`src/rtl/exec_wb_pipe.sv`:
```
// Two-stage execute / write-back datapath with register file, flags and store backpressure.
// Optional macro EXEC_FWD_EN enables the W-to-E bypass; otherwise RAW hazards stall one cycle.
module exec_wb_pipe #(
  parameter int DATA_W   = 16,
  parameter int NUM_REGS = 8,
  parameter int MEM_AW   = 10
) (
  input  logic                         clk,
  input  logic                         rst_n,
  input  logic                         in_valid,
  output logic                         in_ready,
  input  logic [3:0]                   alu_opcode,
  input  logic [$clog2(NUM_REGS)-1:0]  raddr1,
  input  logic [$clog2(NUM_REGS)-1:0]  raddr2,
  input  logic                         op2_imm_sel,
  input  logic [DATA_W-1:0]            op2_imm,
  input  logic                         op2_mem_sel,
  input  logic [DATA_W-1:0]            mem_rdata,
  input  logic                         update_flags,
  input  logic                         reg_wen,
  input  logic [$clog2(NUM_REGS)-1:0]  reg_waddr,
  input  logic                         st_en,
  input  logic [MEM_AW-1:0]            st_addr,
  input  logic [1:0]                   wb_mode,
  output logic                         mem_we,
  output logic [MEM_AW-1:0]            mem_waddr,
  output logic [DATA_W-1:0]            mem_wdata,
  input  logic                         mem_ready,
  output logic                         eq_flag,
  output logic                         carry,
  output logic                         zero,
  output logic                         neg
);
  localparam int REG_AW = $clog2(NUM_REGS);

  localparam logic [3:0] OP_ADD  = 4'd0;
  localparam logic [3:0] OP_ADC  = 4'd1;
  localparam logic [3:0] OP_SUB  = 4'd2;
  localparam logic [3:0] OP_SBB  = 4'd3;
  localparam logic [3:0] OP_AND  = 4'd4;
  localparam logic [3:0] OP_OR   = 4'd5;
  localparam logic [3:0] OP_XOR  = 4'd6;
  localparam logic [3:0] OP_NOT  = 4'd7;
  localparam logic [3:0] OP_SHL  = 4'd8;
  localparam logic [3:0] OP_SHR  = 4'd9;
  localparam logic [3:0] OP_PASS = 4'd10;
  localparam logic [3:0] OP_CMP  = 4'd11;

  logic [DATA_W-1:0] rf_q [NUM_REGS];
  logic [DATA_W-1:0] rf_d [NUM_REGS];

  logic              w_valid_q,     w_valid_d;
  logic [DATA_W-1:0] result_w_q,    result_w_d;
  logic [1:0]        wb_mode_w_q,   wb_mode_w_d;
  logic              reg_wen_w_q,   reg_wen_w_d;
  logic [REG_AW-1:0] reg_waddr_w_q, reg_waddr_w_d;
  logic              st_en_w_q,     st_en_w_d;
  logic [MEM_AW-1:0] st_addr_w_q,   st_addr_w_d;
  logic              carry_q, carry_d, zero_q, zero_d, neg_q, neg_d;

  logic              stall_s, accept_s, rf_we_s, op2_reg_s;
  logic [DATA_W-1:0] wb_data_s, op1_s, op2_s, rreg2_s, res_s;
  logic [DATA_W:0]   ext_s;
  logic              c_new_s, c_upd_s, fl_upd_s, wr_ok_s;

  assign stall_s   = w_valid_q && st_en_w_q && !mem_ready;
  assign op2_reg_s = !op2_mem_sel && !op2_imm_sel;
  assign rf_we_s   = w_valid_q && reg_wen_w_q && !stall_s;

`ifdef EXEC_FWD_EN
  logic hit1_s, hit2_s;
  assign hit1_s   = w_valid_q && reg_wen_w_q && (reg_waddr_w_q == raddr1);
  assign hit2_s   = w_valid_q && reg_wen_w_q && (reg_waddr_w_q == raddr2);
  assign op1_s    = hit1_s ? wb_data_s : rf_q[raddr1];
  assign rreg2_s  = hit2_s ? wb_data_s : rf_q[raddr2];
  assign in_ready = !stall_s;
`else
  logic hazard_s;
  assign hazard_s = w_valid_q && reg_wen_w_q &&
                    ((reg_waddr_w_q == raddr1) || (op2_reg_s && (reg_waddr_w_q == raddr2)));
  assign op1_s    = rf_q[raddr1];
  assign rreg2_s  = rf_q[raddr2];
  assign in_ready = !stall_s && !hazard_s;
`endif

  assign op2_s    = op2_mem_sel ? mem_rdata : (op2_imm_sel ? op2_imm : rreg2_s);
  assign accept_s = in_valid && in_ready;
  assign eq_flag  = in_valid && (op1_s == op2_s);

  assign mem_we    = w_valid_q && st_en_w_q;
  assign mem_waddr = st_addr_w_q;
  assign mem_wdata = wb_data_s;
  assign carry     = carry_q;
  assign zero      = zero_q;
  assign neg       = neg_q;

  // Write-back extension of the W-stage result.
  always_comb begin
    wb_data_s = result_w_q;
    case (wb_mode_w_q)
      2'd1: begin
        wb_data_s      = {DATA_W{result_w_q[7]}};
        wb_data_s[7:0] = result_w_q[7:0];
      end
      2'd2: begin
        wb_data_s      = '0;
        wb_data_s[7:0] = result_w_q[7:0];
      end
      default: wb_data_s = result_w_q;
    endcase
  end

  // ALU: result, carry/borrow and which side effects the opcode permits.
  always_comb begin
    ext_s    = '0;
    res_s    = '0;
    c_new_s  = 1'b0;
    c_upd_s  = 1'b0;
    fl_upd_s = 1'b1;
    wr_ok_s  = 1'b1;
    case (alu_opcode)
      OP_ADD: begin
        ext_s = {1'b0, op1_s} + {1'b0, op2_s};
        res_s = ext_s[DATA_W-1:0]; c_new_s = ext_s[DATA_W]; c_upd_s = 1'b1;
      end
      OP_ADC: begin
        ext_s = {1'b0, op1_s} + {1'b0, op2_s} + {{DATA_W{1'b0}}, carry_q};
        res_s = ext_s[DATA_W-1:0]; c_new_s = ext_s[DATA_W]; c_upd_s = 1'b1;
      end
      OP_SUB, OP_CMP: begin
        ext_s   = {1'b0, op1_s} - {1'b0, op2_s};
        res_s   = ext_s[DATA_W-1:0]; c_new_s = ext_s[DATA_W]; c_upd_s = 1'b1;
        wr_ok_s = (alu_opcode != OP_CMP);
      end
      OP_SBB: begin
        ext_s = {1'b0, op1_s} - {1'b0, op2_s} - {{DATA_W{1'b0}}, carry_q};
        res_s = ext_s[DATA_W-1:0]; c_new_s = ext_s[DATA_W]; c_upd_s = 1'b1;
      end
      OP_AND:  res_s = op1_s & op2_s;
      OP_OR:   res_s = op1_s | op2_s;
      OP_XOR:  res_s = op1_s ^ op2_s;
      OP_NOT:  res_s = ~op1_s;
      OP_PASS: res_s = op2_s;
      OP_SHL: begin
        res_s = {op1_s[DATA_W-2:0], 1'b0}; c_new_s = op1_s[DATA_W-1]; c_upd_s = 1'b1;
      end
      OP_SHR: begin
        res_s = {1'b0, op1_s[DATA_W-1:1]}; c_new_s = op1_s[0]; c_upd_s = 1'b1;
      end
      default: begin
        res_s    = '0;
        fl_upd_s = 1'b0;
        wr_ok_s  = 1'b0;
      end
    endcase
  end

  // Flag next-state; updated in the accept cycle so the following ADC/SBB sees it.
  always_comb begin
    carry_d = carry_q;
    zero_d  = zero_q;
    neg_d   = neg_q;
    if (accept_s && update_flags && fl_upd_s) begin
      zero_d = (res_s == '0);
      neg_d  = res_s[DATA_W-1];
      if (c_upd_s) begin
        carry_d = c_new_s;
      end else begin
        carry_d = carry_q;
      end
    end else begin
      carry_d = carry_q;
    end
  end

  // W-stage next-state: hold on a store stall, otherwise advance.
  always_comb begin
    w_valid_d     = w_valid_q;
    result_w_d    = result_w_q;
    wb_mode_w_d   = wb_mode_w_q;
    reg_wen_w_d   = reg_wen_w_q;
    reg_waddr_w_d = reg_waddr_w_q;
    st_en_w_d     = st_en_w_q;
    st_addr_w_d   = st_addr_w_q;
    if (stall_s) begin
      w_valid_d = w_valid_q;
    end else if (accept_s) begin
      w_valid_d     = 1'b1;
      result_w_d    = res_s;
      wb_mode_w_d   = wb_mode;
      reg_wen_w_d   = reg_wen && wr_ok_s;
      reg_waddr_w_d = reg_waddr;
      st_en_w_d     = st_en && wr_ok_s;
      st_addr_w_d   = st_addr;
    end else begin
      w_valid_d = 1'b0;
    end
  end

  // Register file next-state; the write retires together with any pending store.
  always_comb begin
    rf_d = rf_q;
    if (rf_we_s) begin
      rf_d[reg_waddr_w_q] = wb_data_s;
    end else begin
      rf_d = rf_q;
    end
  end

  // State registers.
  always_ff @(posedge clk or negedge rst_n) begin
    if (!rst_n) begin
      for (int i = 0; i < NUM_REGS; i++) begin
        rf_q[i] <= '0;
      end
      w_valid_q     <= 1'b0;
      result_w_q    <= '0;
      wb_mode_w_q   <= 2'd0;
      reg_wen_w_q   <= 1'b0;
      reg_waddr_w_q <= '0;
      st_en_w_q     <= 1'b0;
      st_addr_w_q   <= '0;
      carry_q       <= 1'b0;
      zero_q        <= 1'b0;
      neg_q         <= 1'b0;
    end else begin
      rf_q          <= rf_d;
      w_valid_q     <= w_valid_d;
      result_w_q    <= result_w_d;
      wb_mode_w_q   <= wb_mode_w_d;
      reg_wen_w_q   <= reg_wen_w_d;
      reg_waddr_w_q <= reg_waddr_w_d;
      st_en_w_q     <= st_en_w_d;
      st_addr_w_q   <= st_addr_w_d;
      carry_q       <= carry_d;
      zero_q        <= zero_d;
      neg_q         <= neg_d;
    end
  end

endmodule
```
`config.mk`:
```
export PLATFORM = sky130hd
export DESIGN_NAME = exec_wb_pipe
export DESIGN_NICKNAME = d
export VERILOG_FILES = /design/src/rtl/exec_wb_pipe.sv
export SDC_FILE = /design/constraint.sdc
export NUM_CORES = 1
export LEC_CHECK = 0
export CAP_MARGIN = 20
export CORE_ASPECT_RATIO = 1.5
export CORE_MARGIN = 4
export CORE_UTILIZATION = 25
export DETAILED_ROUTE_END_ITERATION = 6
export SYNTH_ARGS = -nofsm -noshare
export SYNTH_HDL_FRONTEND = slang
export SYNTH_SLANG_ARGS = --single-unit
```
`constraint.sdc`:
```
create_clock -name clk -period 6.25 [get_ports clk]
set_clock_uncertainty 0.05 [all_clocks]
set_input_delay 1.5625 -clock clk [delete_from_list [all_inputs] [get_ports clk]]
set_output_delay 1.5625 -clock clk [all_outputs]
set_load 0.02 [all_outputs]
```
# --- After elaboration in Yosys (flattened, before gate mapping) ---
# Cells that the tools add are included.
classes:
  add_sub_neg: 4
  mul: 0
  div_mod_pow: 0
  n_lt_le_gt_ge: 4
  n_eq_ne: 17
  n_shift: 0
  muxes: 18
  bitwise_logic: 8
  n_reduce_logical: 29
op_table:
  columns: ["op", "n"]
  rows:
  - ["$pmux W16 S11", 1]
  - ["$bwmux W128", 1]
  - ["$mux W16", 7]
  - ["$bmux W16 S3", 2]
  - ["$demux W16 S3", 1]
  - ["$pmux W16 S2", 1]
  - ["$add A16 B16 Y17", 1]
  - ["$add A17 B1 Y17", 1]
  - ["$sub A16 B16 Y17", 1]
  - ["$sub A17 B1 Y17", 1]
  - ["$and A16 B16 Y16", 1]
  - ["$eq A16 B16 Y1", 1]
  - ["$eq A4 B3 Y1 const B", 4]
  - ["$eq A4 B4 Y1 const B", 4]
  - ["$logic_not A16 Y1", 1]
  - ["$not A16 Y16", 1]
  - ["$or A16 B16 Y16", 1]
  - ["$xor A16 B16 Y16", 1]
  - ["$logic_and A1 B1 Y1", 15]
  - ["$ge A4 B4 Y1 const B", 3]
  - ["$not A3 Y4", 3]
  - ["$reduce_or A12 Y1", 1]
  - ["$reduce_or A10 Y1", 1]
  - ["$eq A4 B2 Y1 const B", 2]
  - ["16 further kinds", 24]
word_totals:
  reg_bits: 165
  latch_bits: 0
  ram_bits: 0
  romBits: 0
  elab_cells: 98
  n_memories: 0

# --- Depth between registers and ports, before layout ---
# Gate-level depths: netlist of run 1.
depth:
  ltp_word: 11
  depth_mapped: 21
  mapped_depth_nobuf: 20

# --- Worst setup path before layout of run 1 ---
# OpenSTA, ideal clock, no wires.
synth_path:
  kind: "input -> register"
  start: "input raddr2[0]"
  end: "register zero_q, in the netlist zero"
  setup_ns: 0.092
  t_arrival_ns: 6.459
  required_time_ns: 6.108
  slack_ns: -0.351
  cell_stages: 20
  n_path_buf: 4
  cell_sequence: "clkbuf_1 buf_2 buf_1 a211oi_1 o31a_1 inv_1 ha_1 inv_1 fa_1 nand2b_1 a2111o_1 o311ai_2 and3_1 buf_2 nand4b_1 o211a_1 a2111oi_0 o211ai_1 or4_1 o31ai_2"
synth_between:
  elab_chain_len: 10
synth_lines:
  columns: ["item", "line", "rtl"]
  rows:
  - ["start, declared", "14", "input logic [$clog2(NUM_REGS)-1:0] raddr2,"]
  - ["$not A3 Y4 (implied by the code)", "82", "assign rreg2_s = rf_q[raddr2];"]
  - ["$bmux W16 S3", "82", null]
  - ["$mux W16 (implied by the code) (2 in series)", "82", null]
  - ["$mux W16 (2 in series)", "86", "assign op2_s = op2_mem_sel ? mem_rdata : (op2_imm_sel ? op2_imm : rreg2_s);"]
  - ["$sub A16 B16 Y17 / $add A16 B16 Y17 (equally long branches)", null, null]
  - ["$sub A17 B1 Y17 / $add A17 B1 Y17 (equally long branches)", "136, 127", null]
  - ["$pmux W16 S11", "121", "case (alu_opcode)"]
  - ["$logic_not A16 Y1", "164", "zero_d = (res_s == '0);"]
  - ["end signal, assigned", "236", "zero_q <= zero_d;"]
  - ["end, declared", "59", "logic carry_q, carry_d, zero_q, zero_d, neg_q, neg_d;"]
# Several ways; a longest one is shown, not always the timed one. The select of a mux whose other input is x is not followed.
# A chain may end at the register's enable or synchronous reset.

# --- Final worst setup path of run 1 ---
layout_path:
  start: "input raddr2[2]"
  end: "output eq_flag"
layout_between:
  elab_chain_len: 8
layout_lines:
  columns: ["item", "line", "rtl"]
  rows:
  - ["$not A3 Y4 (implied by the code)", "82", null]
  - ["$bmux W16 S3", "82", null]
  - ["$mux W16 (implied by the code) (2 in series)", "82", null]
  - ["$mux W16 (2 in series)", "86", null]
  - ["$eq A16 B16 Y1", "88", "assign eq_flag = in_valid && (op1_s == op2_s);"]
  - ["$logic_and A1 B1 Y1", "88", null]
  - ["end, declared", "29", "output logic eq_flag,"]
# No other way between the ends. The select of a mux whose other input is x is not followed.

==> results of run 1 <==
## worst max path at each step
stage	endpoint	slack, ns	cells after the start	startpoint
finish	eq_flag	0.14	16	raddr2[2]
detailed placement	zero$_DFFE_PN0P_	-1.04	22	raddr2[2]
CTS	zero$_DFFE_PN0P_	-0.002	23	raddr2[2]
floorplan	zero$_DFFE_PN0P_	0.02	17	raddr2[1]
global placement	zero$_DFFE_PN0P_	-1.0	20	raddr2[2]
global route	eq_flag	-0.008	16	raddr2[2]
## worst min-delay path: stages, from the launching register on
cell,delay [ns]
dfrtp_1,0.35
nand2_1,0.05
o21ai_0,0.06
## layer usage
| layer | GRT usage (%) | wire [um] | up-vias | part of all wire [%] |
|---|---|---|---|---|
| met3 | 2.02 | 2010 | 162 | 4.1 |
| met1 | 19.1 | 17600 | 5762 | 36 |
| met2 | 31.7 | 24900 | 412 | 51 |
| met5 | 0 | 0 | - | 0 |
| li1 | - | - | 5397 | - |
| met4 | 12.0 | 4070 | 0 | 8.4 |
## Yosys cell counts, drive strengths merged (6+ instances only)
master | count | area (um^2)
buf | 39 | 229
a211oi | 14 | 110
a221oi | 16 | 146
mux4 | 61 | 1410
o22ai | 24 | 150
o211ai | 6 | 45.0
clkbuf | 55 | 206
or3 | 6 | 37.5
nand3 | 15 | 75.1
xnor2 | 36 | 315
a31oi | 7 | 43.8
a21o | 7 | 52.6
inv | 59 | 221
nor3 | 21 | 110
o221ai | 9 | 78.8
ha | 53 | 663
mux2 | 94 | 1060
and3 | 12 | 75.1
nand4 | 10 | 62.6
dfrtp | 165 | 4130
and2 | 10 | 62.6
nor2 | 81 | 304
nor3b | 8 | 60.1
nor2b | 21 | 131
a21oi | 85 | 425
nor4b | 6 | 52.6
o21ai | 71 | 355
mux2i | 37 | 374
nand2 | 110 | 413
xor2 | 17 | 149
nand2b | 15 | 93.8
nor4 | 11 | 81.3
a22oi | 11 | 82.6
## cell type report
class                           instances  area, um^2  area share (%)
Antenna cell                            1        2.50          0.0146
Clock inverter                         15         168           0.981
Timing Repair Buffer                  375        3170            18.6
Tap cell                              663         830            4.86
Clock buffer                           17         425            2.49
Sequential cell                       165        4130            24.2
Multi-Input combinational cell        966        8120            47.6
Inverter                               62         233            1.36
## cell families (layout without fill, tap and decap cells)
kind of cell | count (synthesis) | count (layout) | share of synthesized area [%]
AO/OA/AOI/OAI | 317 | 317 | 16.8
XOR/XNOR | 53 | 53 | 3.66
adder cells (fa/ha/maj) | 55 | 55 | 5.54
buffers and inverters | 156 | 469 | 5.27
flip-flops | 165 | 165 | 32.5
multiplexers | 192 | 192 | 22.4
other | 0 | 1 | 0
AND/OR/NAND/NOR | 349 | 349 | 13.8
## power breakdown
group,internal [uW],switching [uW]
registers,1480,367
clock network,599,468
logic,2260,2170
total,4340,3000
## registers in the layout, summed over array words and instances (netlist names), 2 cells and up
name	count
mem_waddr	10
wb_mode_w_q	2
result_w_q	16
rf_q	128
reg_waddr_w_q	3
## timing repair
action	4_1_cts	5_1_grt
endpoints found under the hold margin	0	0
pin swaps	3	12
buffers inserted	4	7
gates resized for setup	27	42
endpoints found under the setup margin	7	6
## through the flow
step | setup TNS, ns | hold slack (ns) | total power [uW] | area (um^2)
after floorplan | 0 | 0.400 | 4220 | 12700
after global placement | -5.26 | 0.419 | 6060 | 16100
after detailed placement | -5.76 | 0.430 | 6130 | 16100
after CTS | -0.00163 | 0.446 | 7260 | 16800
after global routing | -0.00788 | 0.472 | 7830 | 17100
final | 0 | 0.442 | 7350 | 17100
==> flow_summary.toml, run 1 <==
[critical_path]
reg2reg_to = "zero$_DFFE_PN0P_"
path_max_fanout = 5
crit_slowest_cell = "clkdlybuf4s18_2"
path_buf_inv = 6
max_stage_delay_ns = 0.28
r2r-start = "rf_q[16]$_DFFE_PN0P_"
critPathMostFrequentCell = "buf_4"
crit_family = "buffers and inverters"
reg2reg_slack_ns = 1.17
crit_chain = "clkdlybuf4s18_2 > buf_4 > mux4_2 > nor2b_2 > a21oi_2 > nor2_1 > a21oi_1 > o21a_1 > buf_6 > ha_4 > buf_4 > nor4b_4 > nand4_1 > nor4_2 > buf_4 > buf_4"
critPathLaunchType = "input port"
cp.arrival_ns = 4.49
critical_path_class = "input port to output pin"
crit_path_end_kind = "output pin"
worstPathRequired_ns = 4.64
r2r_cells = 19

[clock_network]
path_clk_slew_ns = 0.07
cts_tree = "done"
cts_root_buf = "clkbuf_16"
clock_path_buffers = 2
cts_made_buffers = 17
clock_latency_ns = 0.44
clock_sinks = 165
htree_levels = 4
ctsHoldBuffers = 0

[global_routing]
first_global_vias = 12172
grt_pass1_wl_um = 73600
grtUsageTotal_pct = 17.7
grt-ovfl-total = 0
grt_max_degree = 64
antenna_found_initial = 1

[routing]
routedWlPerCell_um = 21.4
dr.pass1.iters = 5
via_count = 11733
drtIter0Drc = 700
finalWirelength_um = 48600
drc_errors = 0
via_per_inst = 5.18
drt.antenna.violating_nets = 0

[die]
rows = 100
io_pins = 98
dieWidth_um = 192
design.core.area_mm2 = 0.0499
initial_utilization_pct = 25.4
die_area_mm2 = 0.0545
die_h_um = 284

[synth]
syn_inst = 1287
async_reset_ff_share_pct = 100
synth_cell_type_count = 88
ys_seq_elements = 165
syn_nets = 1408
synth_area_mm2 = 0.0127
syn_avg_cell_area_um2 = 9.86
yosys_warnings = 0
synth.yosys.seq_area_share_pct = 32.5
synth_edf_count = 0
ys.flop_type = "dfrtp_1"

[timing]
period_needed_ns = 6.11
tightest_slew_ns = 1.02
layout_setup_ws_ns = 0.144
relSlewSlack_pct = 31.9
post-route-period-util_pct = 97.7
hold_violations = 0
finalMaxSlewViolations = 0
setup_violations = 0
fmax_ghz = 0.164

[place]
port_buffers = 97
dp_slack_ns = -1.04
place.gp.congestion = 0.943
dp.cells = 2220
dp_hpwl_um = 39200

[min_path]
min_from = "result_w_q[8]$_DFFE_PN0P_"
hold_end = "result_w_q[8]$_DFFE_PN0P_"
hold_path_class = "flop to flop"
hold_path_depth = 2

[cells_and_area]
fin_nets = 1708
n_fill_cell = 4997
utilization_pct = 34.2
final_cell_mix = "265 x buf_4, 165 x dfrtp_1, 108 x nand2_1"
final_cells = 2264
syn_to_final_growth_pct = 34.6
drive_above_1_share_pct = 32.7
final_common_cell = "buf_4"

[run_status]
outcome = "complete, no violations"

[pwr]
p_leak_uw = 0.00752
vdd_ir_drop_max_mv = 0.219
power_density_mw_per_mm2 = 430

[flow_run]
cap_violations = 0
(Power assumes the default switching activity.)
==> run 2, diff against run 1 <==
--- a/config.mk
+++ b/config.mk
@@ -7,8 +7,8 @@
 export LEC_CHECK = 0
 export CAP_MARGIN = 20
 export CORE_ASPECT_RATIO = 1.5
-export CORE_MARGIN = 4
 export CORE_UTILIZATION = 25
+export CTS_BUF_LIST = sky130_fd_sc_hd__clkbuf_4 sky130_fd_sc_hd__clkbuf_8
 export DETAILED_ROUTE_END_ITERATION = 6
 export SYNTH_ARGS = -nofsm -noshare
 export SYNTH_HDL_FRONTEND = slang
==> run 2 against run 1 <==
The run now ends with negative setup slack left. Critical path type unchanged. Largest power group unchanged. Largest cell class unchanged. Core utilization rose by 0.13 points. Total power fell by 1.3%. Highest routed layer is now met5. Flip-flop and latch count did not move. Routed wire length rose by 0.59%. Clock power fell by 27%. Count of clock-buffer cells in the layout rose by 1. First-iteration DRC count fell by 0.29%. Final area rose by 0.39%.
==> flow_summary.toml, run 2 (same netlist as run 1, synthesis figures left out) <==
[run_status]
outcome = "finished with violations"
violations = "negative setup slack"

[global_routing]
first_global_vias = 12629
use_met2_pct = 35.7
grt_pass1_wl_um = 74300
antenna_found_initial = 1
grt_max_degree = 166
grt-busiest-layer = "met2"
grtUsageTotal_pct = 19.4
grt-ovfl-total = 0
use_met3_pct = 2.21
met1_usage_pct = 20.6

[cells_and_area]
final_common_cell = "buf_4"
antenna_cells = 0
largest_register_ffs = 128
drive_above_1_share_pct = 34.2
regMostFlops = "rf_q"
fin_nets = 1725
final_cell_mix = "280 x buf_4, 165 x dfrtp_1, 108 x nand2_1"
syn_to_final_growth_pct = 35.2

[critical_path]
path_max_fanout = 19
startpoint = "raddr2[2]"
worstPathRequired_ns = 4.64
r2r-start = "rf_q[18]$_DFFE_PN0P_"
crit_family = "simple AND/OR/NAND/NOR gates"
max_stage_delay_ns = 0.33
path_buf_inv = 6
critPathLaunchType = "input port"
cp.arrival_ns = 4.65
crit_path_end_kind = "output pin"
critical_path_class = "input port to output pin"
crit_slowest_cell = "mux4_2"
crit_chain = "clkdlybuf4s15_1 > buf_6 > buf_8 > mux4_2 > mux2_2 > nor2_1 > o31a_1 > ha_4 > nor4_4 > buf_4 > nand4_1 > nor4_2 > buf_4 > buf_6"

[timing]
finalMaxSlewViolations = 0
rsz0062_at_grt = "yes"
setup_violations = 1
post-route-period-util_pct = 100
period_needed_ns = 6.26
relSlewSlack_pct = 38.2
fmax_ghz = 0.160
tightest_slew_ns = 0.926
layout_setup_ws_ns = -0.00781
timing.hold.ws_ns = 0.449
hold_violations = 0

[clock_network]
path_clk_slew_ns = 0.08
htree_levels = 4
clock_sinks = 165
clock_latency_ns = 0.48
cts_tree = "done"
cts_root_buf = "clkbuf_8"
clock_path_buffers = 2
cts_made_buffers = 17

[die]
io_pins = 98
dieWidth_um = 186
design.core.area_mm2 = 0.0499
die_area_mm2 = 0.0517
initial_utilization_pct = 25.4
die_h_um = 278
rows = 100

[place]
place.gp.congestion = 0.976
dp_hpwl_um = 39000
port_buffers = 97

[pwr]
power_density_mw_per_mm2 = 423
vdd_ir_drop_max_mv = 0.133
power.total_uw = 7250
p_leak_uw = 0.00754

[min_path]
hold_path_class = "flop to flop"
min_from = "result_w_q[8]$_DFFE_PN0P_"

[routing]
routedWlPerCell_um = 21.4
finalWirelength_um = 48800
dr.pass1.iters = 5
drtIter0Drc = 698
drc_errors = 0
via_count = 11755
drt.antenna.violating_nets = 0
via_per_inst = 5.16

[flow_run]
cap_violations = 0
run 2: worst paths after layout:
check                                            end  slack, ns  depth (start not counted)
setup / recovery                             eq_flag     -0.008                         14
hold / removal             result_w_q[8]$_DFFE_PN0P_       0.45                          2
setup reg to reg                    zero$_DFFE_PN0P_       1.19                         23
hold reg to reg            result_w_q[8]$_DFFE_PN0P_       0.45                          2
max in group asynchronous       rf_q[64]$_DFFE_PN0P_       4.28                          2
min in group asynchronous      rf_q[109]$_DFFE_PN0P_       1.16                          2
run 2: routing by layer:
metal,vias to the layer above,part of all wire [%]
li1,5424,-
met2,385,53
met3,133,4.1
met4,2,6.8
met1,5811,36
met5,-,0.023
run 2: where the power goes:
part           total [uW]  internal, uW  switching [uW]
sequential           1850          1480             377
combinational        4610          2350            2270
clock                 783           369             414
total                7250          4190            3060
run 2: worst reg2reg max path, cell delays in order (launching register included):
cell	delay, ns
dfrtp_1	0.40
mux4_2	0.47
nor2b_4	0.14
a21oi_2	0.10
buf_4	0.13
nor2_1	0.04
a21oi_1	0.11
o21a_1	0.22
buf_4	0.14
inv_1	0.03
ha_1	0.27
a211oi_2	0.29
buf_4	0.18
nor2_1	0.07
xor2_1	0.24
buf_4	0.18
and2_1	0.16
nand3_1	0.23
o211a_1	0.28
a2111oi_0	0.36
buf_4	0.18
o211ai_1	0.09
or4_4	0.44
o31ai_2	0.18
run 2: timing repair:
action,CTS,global route
pin swaps,11,14
hold buffers,0,0
endpoints found under the setup margin,5,6
buffers inserted,20,3
resized for setup,71,30
gates cloned,0,0
run 2: through the flow:
stage	util [%]	worst slack [ns]	setup TNS, ns	cell area [um^2]	cells
final	34.4	-0.00781	-0.00781	17100	2280
after global routing	34.4	-0.0242	-0.0242	17100	2280
after CTS	34.0	-0.0293	-0.0293	17000	2277
after detailed placement	32.4	-1.03	-5.29	16200	2227
after global placement	32.4	-1.05	-4.81	16200	2226
after floorplan	-	0.0180	0	12700	1287
run 2: cell type report:
| class | instances | area, um^2 |
|---|---|---|
| inverters | 62 | 233 |
| well taps | 663 | 830 |
| clock buffers | 18 | 248 |
| repair buffers | 392 | 3330 |
| multi-input cells | 966 | 8230 |
| fillers | 5008 | 32800 |
| flip-flops and latches | 165 | 4130 |
| clock inverters | 14 | 148 |
==> edit (settings of run 1) <==
The option `EXEC_FWD_EN` is turned on by a define.
--- a/src/rtl/exec_wb_pipe.sv
+++ b/src/rtl/exec_wb_pipe.sv
@@ -1,5 +1,7 @@
 // Two-stage execute / write-back datapath with register file, flags and store backpressure.
 // Optional macro EXEC_FWD_EN enables the W-to-E bypass; otherwise RAW hazards stall one cycle.
+`define EXEC_FWD_EN
+
 module exec_wb_pipe #(
   parameter int DATA_W   = 16,
   parameter int NUM_REGS = 8,
Function: changed (Yosys sat finds a counterexample within 4 cycles, from zero or initial values and one cycle with rst_n low).
==> edit against run 1 <==
- combinational power rose by 11%
- power is 7.3% higher
- routed wire length grew 2.1%
- non-clock buffer count increased by 27
- maximum frequency hardly changed
- area after synthesis grew 2.9%
- setup slack got worse by 0.00052 ns
- sequential cell count unchanged
- first-iteration DRC count grew 16%
- die area grew 2.8%
- core utilization grew 0.064 points
- final area is 3.7% higher
==> edit: results (changes against run 1) <==
synthesized area per cell 9.52 µm² (-3.4%); syn nets 1,493 (+6.0%); Max Fanout on Critical Path 9 (+4); mux cell area share after synthesis 22.5% (+0.12 points); Initial DRC Count 812 (+16%); flop2flop setup slack 0.86 ns (-0.31 ns); vias per cell 5.14 (-0.86%); initial antenna violation count 0 (-1); Slew headroom 32.4% (+0.51 points); met1 usage 18.4% (-0.71 points); R2R cell count 17 (-2); Commonest cells post-synth dfrtp_1, nor2_1, a21oi_1; RePlAce Congestion 0.979 (+3.9%); compound-cell area share of the yosys netlist 17.2% (+0.41 points); dominant cells by area after synthesis dfrtp_1, mux4_2, mux2_2; GRT Overall Usage 17.3% (-0.35 points); Post-layout nets 1,803 (+5.6%); max reg flops 128 (unchanged); CP peak stage delay 0.55 ns (+0.27 ns); Clk pwr share 13.8% (-0.7 points); met3 wire len 1750 µm (-13%); Hold Path Sink result_w_q[12]; largest net degree at the start of global routing 107 (+67%); Final Power 7880 µW (+7.3%); DR vias 12.2k (+3.7%); first-pass GRT wire length 76,000 µm (+3.3%); met3 global-route usage 1.60% (-0.41 points); hold path start result_w_q[12]; DPL Wire Length 39,600 µm (+1.0%); met1 wire length 18,000 µm (+2.4%); final hold slack 0.443 ns (+0.000954 ns); Reg power frac 23.8% (-1.3 points); LEAKAGE 0.00773 µW (+2.7%); status finished, final reports clean; layout cells sized above 1 33.9% (+1.3 points); Top delay family on crit path simple AND/OR/NAND/NOR gates; slowest stage cell, crit path or4_4; Seq/Total Area, Yosys 31.6% (-0.92 points); Final Core Density 34.3% (+0.064 points); worst slack, placed -0.844 ns (+0.194 ns); Inst Count DP 2,336 (+5.2%); final wirelength 49,600 µm (+2.1%); Synth cell types 81 (-8.0%); Filler cells 5,280 (+5.7%); crit path time final 6.11 ns (+0.000515 ns); DR WL met2 26,200 µm (+5.3%); Synth Area in XOR/XNOR 3.22% (-0.44 points); Placed Area 16,900 µm² (+5.1%); Synth Area in Adders 5.48% (-0.061 points); reg-to-reg startpoint reg_waddr_w_q[2]; Root Driver clkbuf_16; vias in the first global route 13.1k (+7.6%); peak supply drop 0.217 mV (-0.91%)
[edit: changes by cell type in the layout (fill, tap and decap cells not counted), sizes merged, moves of 5 or more]
cell,run 1,this run
a21oi,85,103
a221oi,16,8
buf,284,312
clkinv,6,1
mux4,61,66
nand2,110,99
nand3b,3,9
nor2,81,108
nor3,21,26
nor4,11,16
nor4b,6,0
o21ai,71,83
o2bb2ai,1,6
xnor2,36,28
[edit: area by class of cell]
type,count,share of cell area (%)
diodes,1,0.0141
clock buffers,19,2.56
clock inverters,10,0.826
inverters,66,1.40
multi-input cells,1029,47.9
flip-flops and latches,165,23.3
well taps,676,4.77
repair buffers,402,19.2
[edit: repair_timing]
action / CTS / global route
setup buffers: 0 / 2
resized for setup: 15 / 34
setup endpoints to repair: 11 / 8
pin swaps: 1 / 11
[edit: kinds of logic (layout without fill, tap and decap cells)]
group           count (synthesis)  after routing
compound gates                350            350
xor+xnor                       48             48
fa+ha+maj                      56             56
buf+inv                       177            497
flops                         165            165
mux                           199            199
other cells                     0              1
simple gates                  376            376
